===== config.mk =====
export PLATFORM = sky130hd
export DESIGN_NAME = clk_div_prog
export DESIGN_NICKNAME = d
export VERILOG_FILES = /design/src/rtl/clk_div_prog.sv
export SDC_FILE = /design/constraint.sdc
export NUM_CORES = 1
export LEC_CHECK = 0
export CAP_MARGIN = 0
export CORE_UTILIZATION = 50
export CTS_CLUSTER_SIZE = 28
export DETAILED_ROUTE_END_ITERATION = 8
export DONT_BUFFER_PORTS = 1
export PLACE_DENSITY = 0.73
export SLEW_MARGIN = 0
export SYNTH_ARGS = -nofsm -noshare
export SYNTH_HDL_FRONTEND = slang
export SYNTH_SLANG_ARGS = --single-unit

===== constraint.sdc =====
create_clock -name ref_clk -period 3.1 [get_ports ref_clk]
set_input_delay 0.62 -clock ref_clk [delete_from_list [all_inputs] [get_ports ref_clk]]
set_output_delay 0.62 -clock ref_clk [all_outputs]
set_load 0.005 [all_outputs]

===== src/rtl/clk_div_prog.sv =====
// clk_div_prog: programmable integer clock divider with a shadow ratio that retunes only at period boundaries.
// Defining CLK_DIV_PROG_TICK_EN adds the o_tick clock-enable output.
module clk_div_prog #(
  parameter int RATIO_W = 8
) (
  input  logic               ref_clk,
  input  logic               rst,
  input  logic               en,
  input  logic [RATIO_W-1:0] ratio,
  output logic               o_clk,
  output logic               div_active,
  output logic               ratio_ld
`ifdef CLK_DIV_PROG_TICK_EN
  , output logic             o_tick
`endif
);

  localparam logic [RATIO_W-1:0] ONE = RATIO_W'(1);
  localparam logic [RATIO_W-1:0] TWO = RATIO_W'(2);

  logic [RATIO_W-1:0] r_shadow;
  logic [RATIO_W-1:0] r_cnt;
  logic               r_clk_q;
  logic               r_div_active;
  logic               r_ratio_ld;

  logic               w_dv;
  logic               w_wrap;
  logic               w_load;
  logic [RATIO_W-1:0] w_nm1;
  logic [RATIO_W-1:0] w_half;
  logic [RATIO_W-1:0] w_cnt_inc;

  // Mode decode and period-boundary detection; the shadow reloads whenever bypassing or at a wrap.
  always_comb begin
    w_nm1     = r_shadow - ONE;
    w_half    = r_shadow >> 1'b1;
    w_cnt_inc = r_cnt + ONE;
    w_dv      = en & (r_shadow >= TWO);
    w_wrap    = w_dv & (r_cnt == w_nm1);
    w_load    = ~w_dv | w_wrap;
  end

  // Period counter and divided clock: low for the first floor(N/2) counts, high for the rest.
  always_ff @(posedge ref_clk or negedge rst) begin
    if (!rst) begin
      r_cnt   <= '0;
      r_clk_q <= 1'b0;
    end else if (w_load) begin
      r_cnt   <= '0;
      r_clk_q <= 1'b0;
    end else begin
      r_cnt <= w_cnt_inc;
      if (w_cnt_inc == w_half) begin
        r_clk_q <= 1'b1;
      end else begin
        r_clk_q <= r_clk_q;
      end
    end
  end

  // Shadow ratio and registered status flags.
  always_ff @(posedge ref_clk or negedge rst) begin
    if (!rst) begin
      r_shadow     <= '0;
      r_ratio_ld   <= 1'b0;
      r_div_active <= 1'b0;
    end else begin
      if (w_load) begin
        r_shadow <= ratio;
      end else begin
        r_shadow <= r_shadow;
      end
      r_ratio_ld   <= w_load & (ratio != r_shadow);
      r_div_active <= w_dv;
    end
  end

`ifdef CLK_DIV_PROG_TICK_EN
  logic r_tick;

  // Tick marks the first cycle of each divided period and stays high throughout bypass.
  always_ff @(posedge ref_clk or negedge rst) begin
    if (!rst) begin
      r_tick <= 1'b0;
    end else begin
      r_tick <= w_load;
    end
  end

  assign o_tick = r_tick;
`endif

  // Glitch-free only because clk_q is held low whenever the divided path is not selected.
  assign o_clk      = w_dv ? r_clk_q : ref_clk;
  assign div_active = r_div_active;
  assign ratio_ld   = r_ratio_ld;

endmodule


Word-level counts from Yosys, hierarchy flattened --
Cells that the tools add are included.
Word-level totals: flip-flop bits (word level) 19, output and inout port bits 3, word-level logic and storage cells 21
Cells by class: add/sub/neg operators 2, $lt $le $gt $ge 1, eq/ne operators 3, muxes and demuxes 4, bitwise gates (word level) 5, reduce and logical (&&, ||, !) cells 1
Operator list (number):
- $add 8x1->8 const B | 1
- $eq 8x7->1 | 1
- $eq 8x8->1 | 1
- $ge 8x2->1 const B | 1
- $mux 8 | 1
- $ne 8x8->1 | 1
- $sub 8x1->8 const B | 1
- $and 1x1->1 | 3
- $mux 1 | 3
- $reduce_bool 2->1 | 1
- $not 1->1 | 1
- $or 1x1->1 | 1

Logic depth before layout (Yosys ltp) --
depth after elaboration 5, gate-level depth with buffers 9, gate-level depth less buffers 8

==> summary.txt <==
Cells and area
  – Final core utilization: between 50 and 60%
  – Register area: 475.5 µm²
  – Layout Nets: between 150 and 200
  – Area of the multi-input gates: 1030 µm²
  – Layout Cells excl Fill: 217
  – FILL cells: a little under 300
  – Layout cells sized above 1: 7.514%
  – Area Overhead vs Synth: 3.049%
  – Number of antenna diodes: 0

Floorplanning
  – Io pins: 14
  – Core area: 3053 µm²
  – FP Rows: 20
  – Die W: 58.58 µm
  – Die Area: 3431 µm²
  – Starting Density: 52.42%
  – Die height: 58.58 µm

GRT
  – Initial antenna violation count: 0
  – Gr ovfl total: 0
  – Gr usage total: 25.10%
  – Vias in the first global route: 1,335
  – Largest net degree at the start of global routing: 26
  – First-pass GRT wire length: approximately 6300 µm

Routing
  – Iter 0 DRT Violations: 94
  – DRT Wirelength: 3843 µm
  – DRC violations left: 0
  – Routed len/inst: 17.71 µm
  – Via density: between 6 and 7
  – Final antenna-violating net count: 0
  – DR vias: 1,379
  – Pre-Repair DR Iteration Count: 6

Pwr
  – Power density over the cells: between 400 and 500 nW/µm²
  – VDD IR max: 0.1948 mV
  – Leakage power: 0.5928 nW
  – Power Total: 0.7222 mW

Critical path
  – FF-to-FF Start: r_shadow[1]
  – R2R Setup Slk: between 0.3 and 0.4 ns
  – CP Class: reg2out
  – R2R cell count: 7
  – Nature of the critical path startpoint: register
  – CP required: roughly 2.5 ns
  – Crit path max fanout: 25
  – Worst r2r dst: ratio_ld
  – CP Capture Type: output port
  – Arrival time worst endpoint: 2.25 ns

Placed design
  – Port bufs: 0
  – Routability cong.: 0.8169
  – DP Cell Count: roughly 210
  – DP HPWL: between 2000 and 3000 µm

Timing
  – Unrepaired setup endpoints after global routing: false
  – Slew of the pin with the lowest slew margin: 1.114 ns
  – Hold Violations, Final: 0
  – Fin. max-slew vios: 0
  – Final Critical Period: 2.874 ns
  – Fraction of the cycle the final worst path needs: 92.70%
  – Slew margin rel.: 25.17%
  – Setup Skew: 0.003203 ns
  – Final setup fails: 0
  – F_max: 348.0 MHz
  – Setup TNS: 0 ns

Yosys
  – Ys async rst share: 100.0%
  – Syn Area/Cell: 8.841 µm²
  – Top cell type's share of synthesized area: 29.71%
  – Post-synth top cells: dfrtp_1 (19), clkbuf_1 (14), xor2_1 (14), nand3_1 (13), xnor2_1 (13)
  – Most common cell in the netlist: dfrtp_1
  – Seq/Total Area, Yosys: 29.71%
  – Largest area contributor in the synthesized netlist: dfrtp_1
  – Synth Instances: 181
  – Synth top area cells: dfrtp_1 (30%), xor2_1 (7.7%), xnor2_1 (7.1%), o2111ai_1 (4.9%), nand3_1 (4.1%)
  – Main flop type after synthesis: dfrtp_1
  – Total number of yosys warnings: 0
  – #FFs+latches synth: 19
  – Mapped Nets: 195
  – Post-synth cell types: 43
  – Post-synth EDFFs: 0
  – Mapped Area: around 1600 µm²

Run
  – Max-cap violations: 0

Min path
  – Min-Delay Path Class: in2reg
  – Hold Path Depth: 2
  – Hold Crit Start: ratio[3]
  – Hold Path End: r_shadow[3]

Clock network
  – Worst skew pair latency: 0.43 ns
  – Clk slew on worst S/H paths: 0.11 ns
  – CTS tree: built

Status
  – Run status: completed
==> sequential cells by signal, summed over array words and instances, names as in the netlist <==
name        flops
div_active      1
r_clk_q         1
r_cnt           8
r_shadow        8
ratio_ld        1
==> cell families after synthesis <==
group | count (synthesis) | share of synthesized area, %
buffers and inverters | 23 | 5.941
DFF | 19 | 29.71
adders and majority gates | 3 | 2.346
AOI/OAI and AO/OA | 43 | 22.05
xor gates and xnor gates | 29 | 17.28
and+or+nand+nor | 64 | 22.67
==> power breakdown <==
part,switching (mW),internal [mW]
clock,0.100,0.0957
sequential,0.0534,0.269
combinational,0.110,0.0939
==> placed cells by master, fill, tap and decap left out, drive strengths merged, types with 3 or more instances in the layout <==
| master | n |
|---|---|
| o211ai | 6 |
| o2111ai | 9 |
| xor2 | 15 |
| ha | 3 |
| and3 | 3 |
| clkbuf | 7 |
| a211oi | 3 |
| nand3 | 13 |
| nor2 | 3 |
| or4 | 6 |
| nor3 | 11 |
| nand2 | 10 |
| and2 | 5 |
| dfrtp | 19 |
| o21ai | 9 |
| inv | 6 |
| nor4 | 3 |
| a32oi | 5 |
| xnor2 | 13 |
==> how the worst max path moves through the flow <==
stage	to	from	slack (ns)	depth (start not counted)
2_1_floorplan	o_clk	r_shadow[0]	0.63	7
3_3_place_gp	r_cnt[1]	r_shadow[2]	0.54	5
3_5_place_dp	ratio_ld	r_shadow[1]	0.46	7
4_1_cts	o_clk	r_shadow[0]	0.22	7
5_1_grt	o_clk	r_shadow[0]	0.1	7
6_report	o_clk	r_shadow[0]	0.23	7
==> metal layers <==
metal	wire [µm]	vias to the layer above	GRT usage, %	share of wire [%]
li1	-	660	-	-
met3	229	4	3.736	6.0
met5	0	-	0	0
met2	1914	44	38.92	50
met1	1654	671	33.06	43
met4	44	0	15.31	1.1
==> per-stage QoR <==
step / hold WS [ns] / worst slack [ns] / instance area [µm²]
global placement: 0.3252 / 0.5356 / 1590
detailed placement: 0.3252 / 0.4574 / 1590
floorplan: 0.3244 / 0.6312 / 1600
global route: 0.3259 / 0.09706 / 1649
CTS: 0.3266 / 0.2170 / 1649
finish: 0.3301 / 0.2264 / 1649
==> final cells by class <==
cell class / instances / share of cell area, %
Inverter: 6 / 1.366
Sequential cell: 19 / 28.83
Tap cell: 44 / 3.338
Timing Repair Buffer: 2 / 1.062
Multi-Input combinational cell: 139 / 62.44
Clock buffer: 7 / 2.959
==> worst max-delay path, cell delays in order, from the launching register on <==
cell	delay (ns)
dfrtp_1	0.47
inv_1	0.12
ha_1	0.21
or4_1	0.39
o21ai_1	0.16
buf_4	0.30
nand2_1	0.08
o21ai_0	0.10
==> repair_timing <==
| item | 4_1_cts | 5_1_grt |
|---|---|---|
| endpoints found under the hold margin | 19 | 0 |
| gates resized for setup | 0 | 0 |
| setup endpoints to repair | 0 | 0 |
| buffers inserted | 0 | 0 |
| hold buffers | 1 | 0 |
(Power assumes the default switching activity.)
